### src/rtl/prog_load_pkg.sv
// Shared types and header layout for the program loader.
// Optional checksum trailer is enabled by PROG_LOAD_CHECKSUM_EN.
package prog_load_pkg;

  typedef enum logic [2:0] {
    S_IDLE,
    S_HDR,
    S_LOAD,
    S_CHK,
    S_RUN,
    S_DONE,
    S_ERR
  } prog_load_state_t;

  localparam int HDR_BYTES = 6;
  localparam int HDR_N_OFF = 0;
  localparam int HDR_B_OFF = 2;

endpackage

### src/rtl/prog_load_ctrl_if.sv
// Host byte link and IMEM write port of the program loader.
// slave = loader side, master = host/memory side.
interface prog_load_ctrl_if #(
  parameter int ADDR_W = 8
);
  logic              rx_valid;
  logic [7:0]        rx_data;
  logic              rx_ready;
  logic              imem_we;
  logic [ADDR_W-1:0] imem_addr;
  logic [31:0]       imem_wdata;

  modport master (
    output rx_valid,
    output rx_data,
    input  rx_ready,
    input  imem_we,
    input  imem_addr,
    input  imem_wdata
  );

  modport slave (
    input  rx_valid,
    input  rx_data,
    output rx_ready,
    output imem_we,
    output imem_addr,
    output imem_wdata
  );
endinterface

### src/rtl/prog_load_ctrl_byte_word_packer.sv
// Little-endian 8-to-32 assembler; word_valid pulses the cycle
// after the 4th byte and word holds the last assembled value.
module byte_word_packer (
  input  logic        clk,
  input  logic        reset,
  input  logic        clear,
  input  logic        in_valid,
  input  logic [7:0]  in_data,
  output logic [31:0] word,
  output logic        word_valid
);

  logic [1:0]  byte_idx;
  logic [23:0] acc;

  always_ff @(posedge clk) begin
    if (reset) begin
      byte_idx   <= 2'd0;
      acc        <= 24'd0;
      word       <= 32'd0;
      word_valid <= 1'b0;
    end else begin
      word_valid <= 1'b0;
      if (clear) begin
        byte_idx <= 2'd0;
      end else if (in_valid) begin
        byte_idx <= byte_idx + 2'd1;
        unique case (byte_idx)
          2'd0: acc[7:0]   <= in_data;
          2'd1: acc[15:8]  <= in_data;
          2'd2: acc[23:16] <= in_data;
          default: begin
            word       <= {in_data, acc};
            word_valid <= 1'b1;
          end
        endcase
      end
    end
  end

endmodule

### src/rtl/prog_load_ctrl.sv
// Loads a byte-streamed image into IMEM, then runs the core for a budget.
// Define PROG_LOAD_CHECKSUM_EN to require a trailing XOR checksum byte.
import prog_load_pkg::*;

module prog_load_ctrl #(
  parameter int IMEM_DEPTH = 256,
  parameter int ADDR_W     = $clog2(IMEM_DEPTH),
  parameter int CYCLE_W    = 32
) (
  input  logic               clk,
  input  logic               reset,
  prog_load_ctrl_if.slave    bus,
  output logic               core_reset_n,
  output logic               core_en,
  input  logic               core_halt,
  output logic               busy,
  output logic               done,
  output logic               error,
  output logic [CYCLE_W-1:0] cycle_count
);

  prog_load_state_t state, state_nx;

  logic              ready;
  logic              accept;
  logic              word_valid;
  logic              last_word;
  logic              expire;
  logic              hdr_bad;
  logic [31:0]       word;
  logic [2:0]        hdr_idx;
  logic [1:0]        b_sel;
  logic [15:0]       n_words;
  logic [31:0]       budget;
  logic [31:0]       b_full;
  logic [ADDR_W-1:0] addr;
  logic [CYCLE_W-1:0] cnt_nx;
`ifdef PROG_LOAD_CHECKSUM_EN
  logic [7:0]        xsum;
`endif

  assign ready = !word_valid &&
    (state inside {S_IDLE, S_HDR, S_LOAD, S_CHK, S_DONE});
  assign accept = bus.rx_valid && ready;

  // Last header byte is still on rx_data when the header is judged.
  assign b_full  = {bus.rx_data, budget[23:0]};
  assign b_sel   = 2'(hdr_idx - 3'(HDR_B_OFF));
  assign hdr_bad = (n_words == 16'd0) ||
    (32'(n_words) > 32'(IMEM_DEPTH)) ||
    (CYCLE_W'(b_full) == '0);

  assign last_word = word_valid &&
    (addr == ADDR_W'(n_words - 16'd1));
  assign cnt_nx = cycle_count + CYCLE_W'(1);
  assign expire = (cnt_nx == CYCLE_W'(budget));

  assign bus.rx_ready   = ready;
  assign bus.imem_we    = word_valid;
  assign bus.imem_addr  = addr;
  assign bus.imem_wdata = word;

  byte_word_packer u_pack (
    .clk        (clk),
    .reset      (reset),
    .clear      (state != S_LOAD),
    .in_valid   (accept && state == S_LOAD),
    .in_data    (bus.rx_data),
    .word       (word),
    .word_valid (word_valid)
  );

  always_ff @(posedge clk) begin
    if (reset) state <= S_IDLE;
    else       state <= state_nx;
  end

  always_comb begin
    state_nx     = state;
    core_reset_n = 1'b0;
    core_en      = 1'b0;
    busy         = 1'b0;
    done         = 1'b0;
    error        = 1'b0;
    unique case (state)
      S_IDLE: begin
        if (accept) state_nx = S_HDR;
      end
      S_HDR: begin
        busy = 1'b1;
        if (accept && hdr_idx == 3'(HDR_BYTES - 1))
          state_nx = hdr_bad ? S_ERR : S_LOAD;
      end
      S_LOAD: begin
        busy = 1'b1;
`ifdef PROG_LOAD_CHECKSUM_EN
        if (last_word) state_nx = S_CHK;
`else
        if (last_word) state_nx = S_RUN;
`endif
      end
`ifdef PROG_LOAD_CHECKSUM_EN
      S_CHK: begin
        busy = 1'b1;
        if (accept)
          state_nx = (bus.rx_data == xsum) ? S_RUN : S_ERR;
      end
`endif
      S_RUN: begin
        core_reset_n = 1'b1;
        core_en      = 1'b1;
        busy         = 1'b1;
        if (expire || core_halt) state_nx = S_DONE;
      end
      S_DONE: begin
        core_reset_n = 1'b1;
        done         = 1'b1;
        if (accept) state_nx = S_HDR;
      end
      S_ERR: begin
        error = 1'b1;
      end
      default: state_nx = S_IDLE;
    endcase
  end

  always_ff @(posedge clk) begin
    if (reset) begin
      hdr_idx     <= 3'd0;
      n_words     <= 16'd0;
      budget      <= 32'd0;
      addr        <= '0;
      cycle_count <= '0;
`ifdef PROG_LOAD_CHECKSUM_EN
      xsum        <= 8'd0;
`endif
    end else begin
      if (accept) begin
        if (state == S_IDLE || state == S_DONE) begin
          n_words <= {8'h00, bus.rx_data};
          hdr_idx <= 3'd1;
`ifdef PROG_LOAD_CHECKSUM_EN
          xsum    <= bus.rx_data;
`endif
        end else begin
`ifdef PROG_LOAD_CHECKSUM_EN
          xsum <= xsum ^ bus.rx_data;
`endif
          if (state == S_HDR) begin
            hdr_idx <= hdr_idx + 3'd1;
            if (hdr_idx == 3'(HDR_N_OFF + 1))
              n_words[15:8] <= bus.rx_data;
            else
              budget[{b_sel, 3'b000} +: 8] <= bus.rx_data;
          end
        end
      end

      if (state == S_HDR && state_nx == S_LOAD)
        addr <= '0;
      else if (word_valid)
        addr <= addr + ADDR_W'(1);

      if (state != S_RUN && state_nx == S_RUN)
        cycle_count <= '0;
      else if (state == S_RUN)
        cycle_count <= cnt_nx;
    end
  end

endmodule

### src/flat_wrapper.sv
// flat-port wrapper written by rule: the top's interface ports become plain ports
module prog_load_ctrl_flat 
#(
  parameter int IMEM_DEPTH = 256,
  parameter int ADDR_W     = $clog2(IMEM_DEPTH),
  parameter int CYCLE_W    = 32
)
  (clk, reset, core_reset_n, core_en, core_halt, busy, done, error, cycle_count, bus_rx_valid, bus_rx_data, bus_rx_ready, bus_imem_we, bus_imem_addr, bus_imem_wdata);
  prog_load_ctrl_if #(.ADDR_W(ADDR_W)) bus_i ();
  input  logic clk;
  input  logic reset;
  output logic core_reset_n;
  output logic core_en;
  input  logic core_halt;
  output logic busy;
  output logic done;
  output logic error;
  output logic [CYCLE_W-1:0] cycle_count;
  input wire logic [$bits(bus_i.rx_valid)-1:0] bus_rx_valid;
  input wire logic [$bits(bus_i.rx_data)-1:0] bus_rx_data;
  output wire logic [$bits(bus_i.rx_ready)-1:0] bus_rx_ready;
  output wire logic [$bits(bus_i.imem_we)-1:0] bus_imem_we;
  output wire logic [$bits(bus_i.imem_addr)-1:0] bus_imem_addr;
  output wire logic [$bits(bus_i.imem_wdata)-1:0] bus_imem_wdata;
  assign bus_i.rx_valid = bus_rx_valid;
  assign bus_i.rx_data = bus_rx_data;
  assign bus_rx_ready = bus_i.rx_ready;
  assign bus_imem_we = bus_i.imem_we;
  assign bus_imem_addr = bus_i.imem_addr;
  assign bus_imem_wdata = bus_i.imem_wdata;
  prog_load_ctrl #(.IMEM_DEPTH(IMEM_DEPTH), .ADDR_W(ADDR_W), .CYCLE_W(CYCLE_W)) u_core (.clk(clk), .reset(reset), .bus(bus_i), .core_reset_n(core_reset_n), .core_en(core_en), .core_halt(core_halt), .busy(busy), .done(done), .error(error), .cycle_count(cycle_count));
endmodule
### config.mk
export PLATFORM = sky130hd
export DESIGN_NAME = prog_load_ctrl_flat
export DESIGN_NICKNAME = d
export VERILOG_FILES = /design/src/rtl/prog_load_pkg.sv /design/src/rtl/prog_load_ctrl_if.sv /design/src/rtl/prog_load_ctrl_byte_word_packer.sv /design/src/rtl/prog_load_ctrl.sv /design/src/flat_wrapper.sv
export SDC_FILE = /design/constraint.sdc
export NUM_CORES = 1
export LEC_CHECK = 0
export ABC_AREA = 1
export BUFFER_PORTS_ARGS = -buffer_cell sky130_fd_sc_hd__buf_2
export CAP_MARGIN = 5
export CORE_MARGIN = 8
export CORE_UTILIZATION = 40
export CTS_CLUSTER_SIZE = 20
export DETAILED_ROUTE_END_ITERATION = 10
export MAX_ROUTING_LAYER = met4
export SLEW_MARGIN = 20
export SYNTH_ARGS = -nofsm -noshare
export SYNTH_HDL_FRONTEND = slang
export SYNTH_SLANG_ARGS = --single-unit
### constraint.sdc
create_clock -name clk -period 2.5 [get_ports clk]
set_input_delay 0.5 -clock clk [delete_from_list [all_inputs] [get_ports clk]]
set_output_delay 0.5 -clock clk [all_outputs]
set_load 0.01 [all_outputs]
==> impl_results.md <==
* Number of routed nets with antenna violations at 0
* Clock Skews at 0.01212 ns
* Port bufs at 90
* WL/cell at 15.01 um
* Net load switching power at 1.554 mW
* Dpl hpwl at 16850 um
* Final Net Count at 1244
* Clock tree buffer depth at 2
* Placer Congestion at 0.8828
* VDD IR max at 0.5185 mV
* Total of max-cap violations at 0
* Syn. warnings at 0
* Setup crit end kind: output port
* Seq/Total Area, Yosys at 0.3886
* Final Setup Violations at 0
* FF-to-FF Start: u_core.hdr_idx[0]$_SDFFE_PP0P_
* Slew at the pin closest to its max-slew limit at 0.5626 ns
* # IOs at 91
* Share of cells above drive strength 1 at 0.1657
* Area Growth Syn to Fin at 18.02%
* Die Footprint at 0.02445 mm2
* Crit share post-route at 0.9186
* #FFs+latches synth at 153
* # DRC at 0
* FF-to-FF path depth at 5
* Clk slew on worst S/H paths at 0.07 ns
* CTS Buf Count at 17
* Global-route wire length before repair at 36220 um
* Flop pwr share at 0.454
* Vias/cell at 5.052
* Switching share of power at 0.2817
* Max-slew violations at 0
* R2r setup slk at 0.25 ns
* GRT overflow at 0
* Comb pwr share at 0.078
* Critical path launch point type: flop
* Initial DRC Count at 495
* Most frequent cells in the layout: 230 x nand2_1, 170 x nor2_1, 149 x dfxtp_1
* Reg-to-Reg End: u_core.budget[16]$_SDFFE_PP0P_
* Net Count, Synth at 1154
* Chip Width at 156.4 um
* Netlist Area Pre-Place at 0.007881 mm2
* Cell count after synthesis at 1128
* Diodes inserted at 0
* Final Hold Viols at 0
* Pwr/cell area at 593.1 mW/mm2
* Final wirelength at 22460 um
* Via count at 7558
* Fmax at 435.4 MHz
* Gr usage total at 0.1917
* TNS Setup at 0 ns
* Root buffer cell: clkbuf_16
* Largest net degree at the start of global routing at 75
* Clk_lat worst skew at 0.43 ns
* Mean area per synthesized cell at 6.987 um2
* CP required at 2.00 ns
* Clk sink count at 153
* DR pass1 iterations at 6
* Final worst path period need at 2.297 ns
* Vias in the first global route at 7019
* Max Fanout on Critical Path at 5
* Crit path DAT at 1.80 ns
* Pleak at 3.930 nW
* Hold path startpoint: bus_rx_data[4]
* CP Class: flop to output port
* Synth cell types at 39
* H-Tree Depth at 4
* Initial Utilization at 0.4063
* Core ar. at 0.01940 mm2
* Site row count at 51
* Clock Power Share at 0.469
* Fillers at 2038
* Chip height at 156.4 um
* CTS tree: built
* Internal power at 3.962 mW
* Hold Crit Class: input port to flop
* WHS Path Cells at 3
* Slew Limit Headroom at 0.6245
* CTS Hold Bufs at 0
* Hold EP: u_core.n_words[12]$_SDFFE_PP0P_
* Most common cell after layout, fill and taps aside: nand2_1
* Antenna violations before repair at 0
* Status: finished clean
* Final core occ at 0.4795
## sequential cells by signal (all words and copies together) (netlist names)
signal	cells
u_core.u_pack.acc	24
u_core.hdr_idx	3
u_core.n_words	16
u_core.state	3
u_core.cycle_count	32
u_core.bus.imem_addr	8
u_core.budget	32
u_core.u_pack.word	32
u_core.u_pack.word_valid	1
u_core.u_pack.byte_idx	2
## timing repair
item                                    4_1_cts  5_1_grt
setup buffers                                 0        0
endpoints found under the setup margin        0        5
resized for setup                             0       10
## per-layer routing
metal,global-route usage,part of all wire,up-vias
met2,0.2966,0.45,215
met1,0.2517,0.48,3389
li1,-,-,3928
met3,0.03558,0.056,26
met4,0.05446,0.015,0
met5,-,0,-
## stage by stage
stage / setup slack, ns / hold WS [ns] / total power, mW / instance area [um2] / instances
after floorplan: 0.3731 / 0.4513 / 2.852 / 7881 / 1128
after global placement: 0.2127 / 0.4609 / 2.984 / 8670 / 1464
after detailed placement: 0.2004 / 0.4661 / 2.985 / 8670 / 1464
after CTS: 0.1861 / 0.3495 / 5.575 / 9276 / 1496
after global routing: -0.003326 / 0.3668 / 5.744 / 9301 / 1496
final: 0.2034 / 0.3665 / 5.516 / 9301 / 1496
## power groups by stage
stage	Combinational [mW]	Clock, mW	Sequential [mW]
2_1_floorplan	0.302	0	2.55
3_3_place_gp	0.428	0	2.56
3_5_place_dp	0.428	0	2.56
4_1_cts	0.430	2.64	2.50
5_1_grt	0.478	2.76	2.51
6_report	0.429	2.59	2.50
## synth_stat cells, drive strengths merged
cell type | n | area share
buf | 17 | 0.014
nand4 | 18 | 0.014
clkinv | 3 | 0.0014
a32oi | 8 | 0.0089
a211oi | 48 | 0.049
ha | 14 | 0.022
nor3b | 1 | 0.0024
nand3 | 68 | 0.043
nor2 | 191 | 0.10
dfxtp | 153 | 0.39
o21bai | 1 | 0.00095
a31oi | 15 | 0.012
nor4 | 4 | 0.0032
xor2 | 14 | 0.016
clkbuf | 25 | 0.012
inv | 110 | 0.052
o22ai | 1 | 0.00079
xnor2 | 8 | 0.0089
nor3 | 8 | 0.0057
o21ai | 84 | 0.053
nand2 | 241 | 0.12
a21oi | 82 | 0.053
nand3b | 9 | 0.0086
and2 | 2 | 0.0016
xor3 | 1 | 0.0030
or2 | 2 | 0.0016
## logic make-up after synthesis
logic type,count (synthesis),synth area share
flops,153,0.3886
xor+xnor,23,0.02746
fa+ha+maj,14,0.02223
simple gates,544,0.3039
buf+inv,155,0.08001
compound gates,239,0.1778
## cell type report
type / instances / area [um2] / share of cell area
tap: 265 / 331.6 / 0.03565
clock inverter: 15 / 181.4 / 0.01950
sequential: 153 / 3068 / 0.3298
timing repair buffer: 113 / 660.6 / 0.07103
inverter: 113 / 424.2 / 0.04560
clock buffer: 17 / 425.4 / 0.04574
multi-input combinational: 820 / 4210 / 0.4527
## how the worst max path moves through the flow
stage               slack, ns  depth (start not counted)                               start                             to
global route           -0.003                         16  u_core.cycle_count[5]$_SDFFE_PP0P_     u_core.state[0]$_SDFF_PP0_
detailed placement       0.20                         17  u_core.cycle_count[0]$_SDFFE_PP0P_     u_core.state[0]$_SDFF_PP0_
CTS                      0.19                         17  u_core.cycle_count[0]$_SDFFE_PP0P_     u_core.state[0]$_SDFF_PP0_
floorplan                0.37                          8      u_core.hdr_idx[0]$_SDFFE_PP0P_  u_core.budget[7]$_SDFFE_PP0P_
finish                   0.20                          7          u_core.state[2]$_SDFF_PP0_                   core_reset_n
global placement         0.21                         17  u_core.cycle_count[0]$_SDFFE_PP0P_     u_core.state[0]$_SDFF_PP0_
## worst max-delay path, stage by stage (launching register included)
cell,delay [ns]
dfxtp_1,0.36
inv_2,0.09
nor2_1,0.09
inv_1,0.08
nor2_2,0.29
clkinv_1,0.19
nand2_1,0.13
buf_2,0.14
No activity file was read; power rests on OpenSTA's default activity.
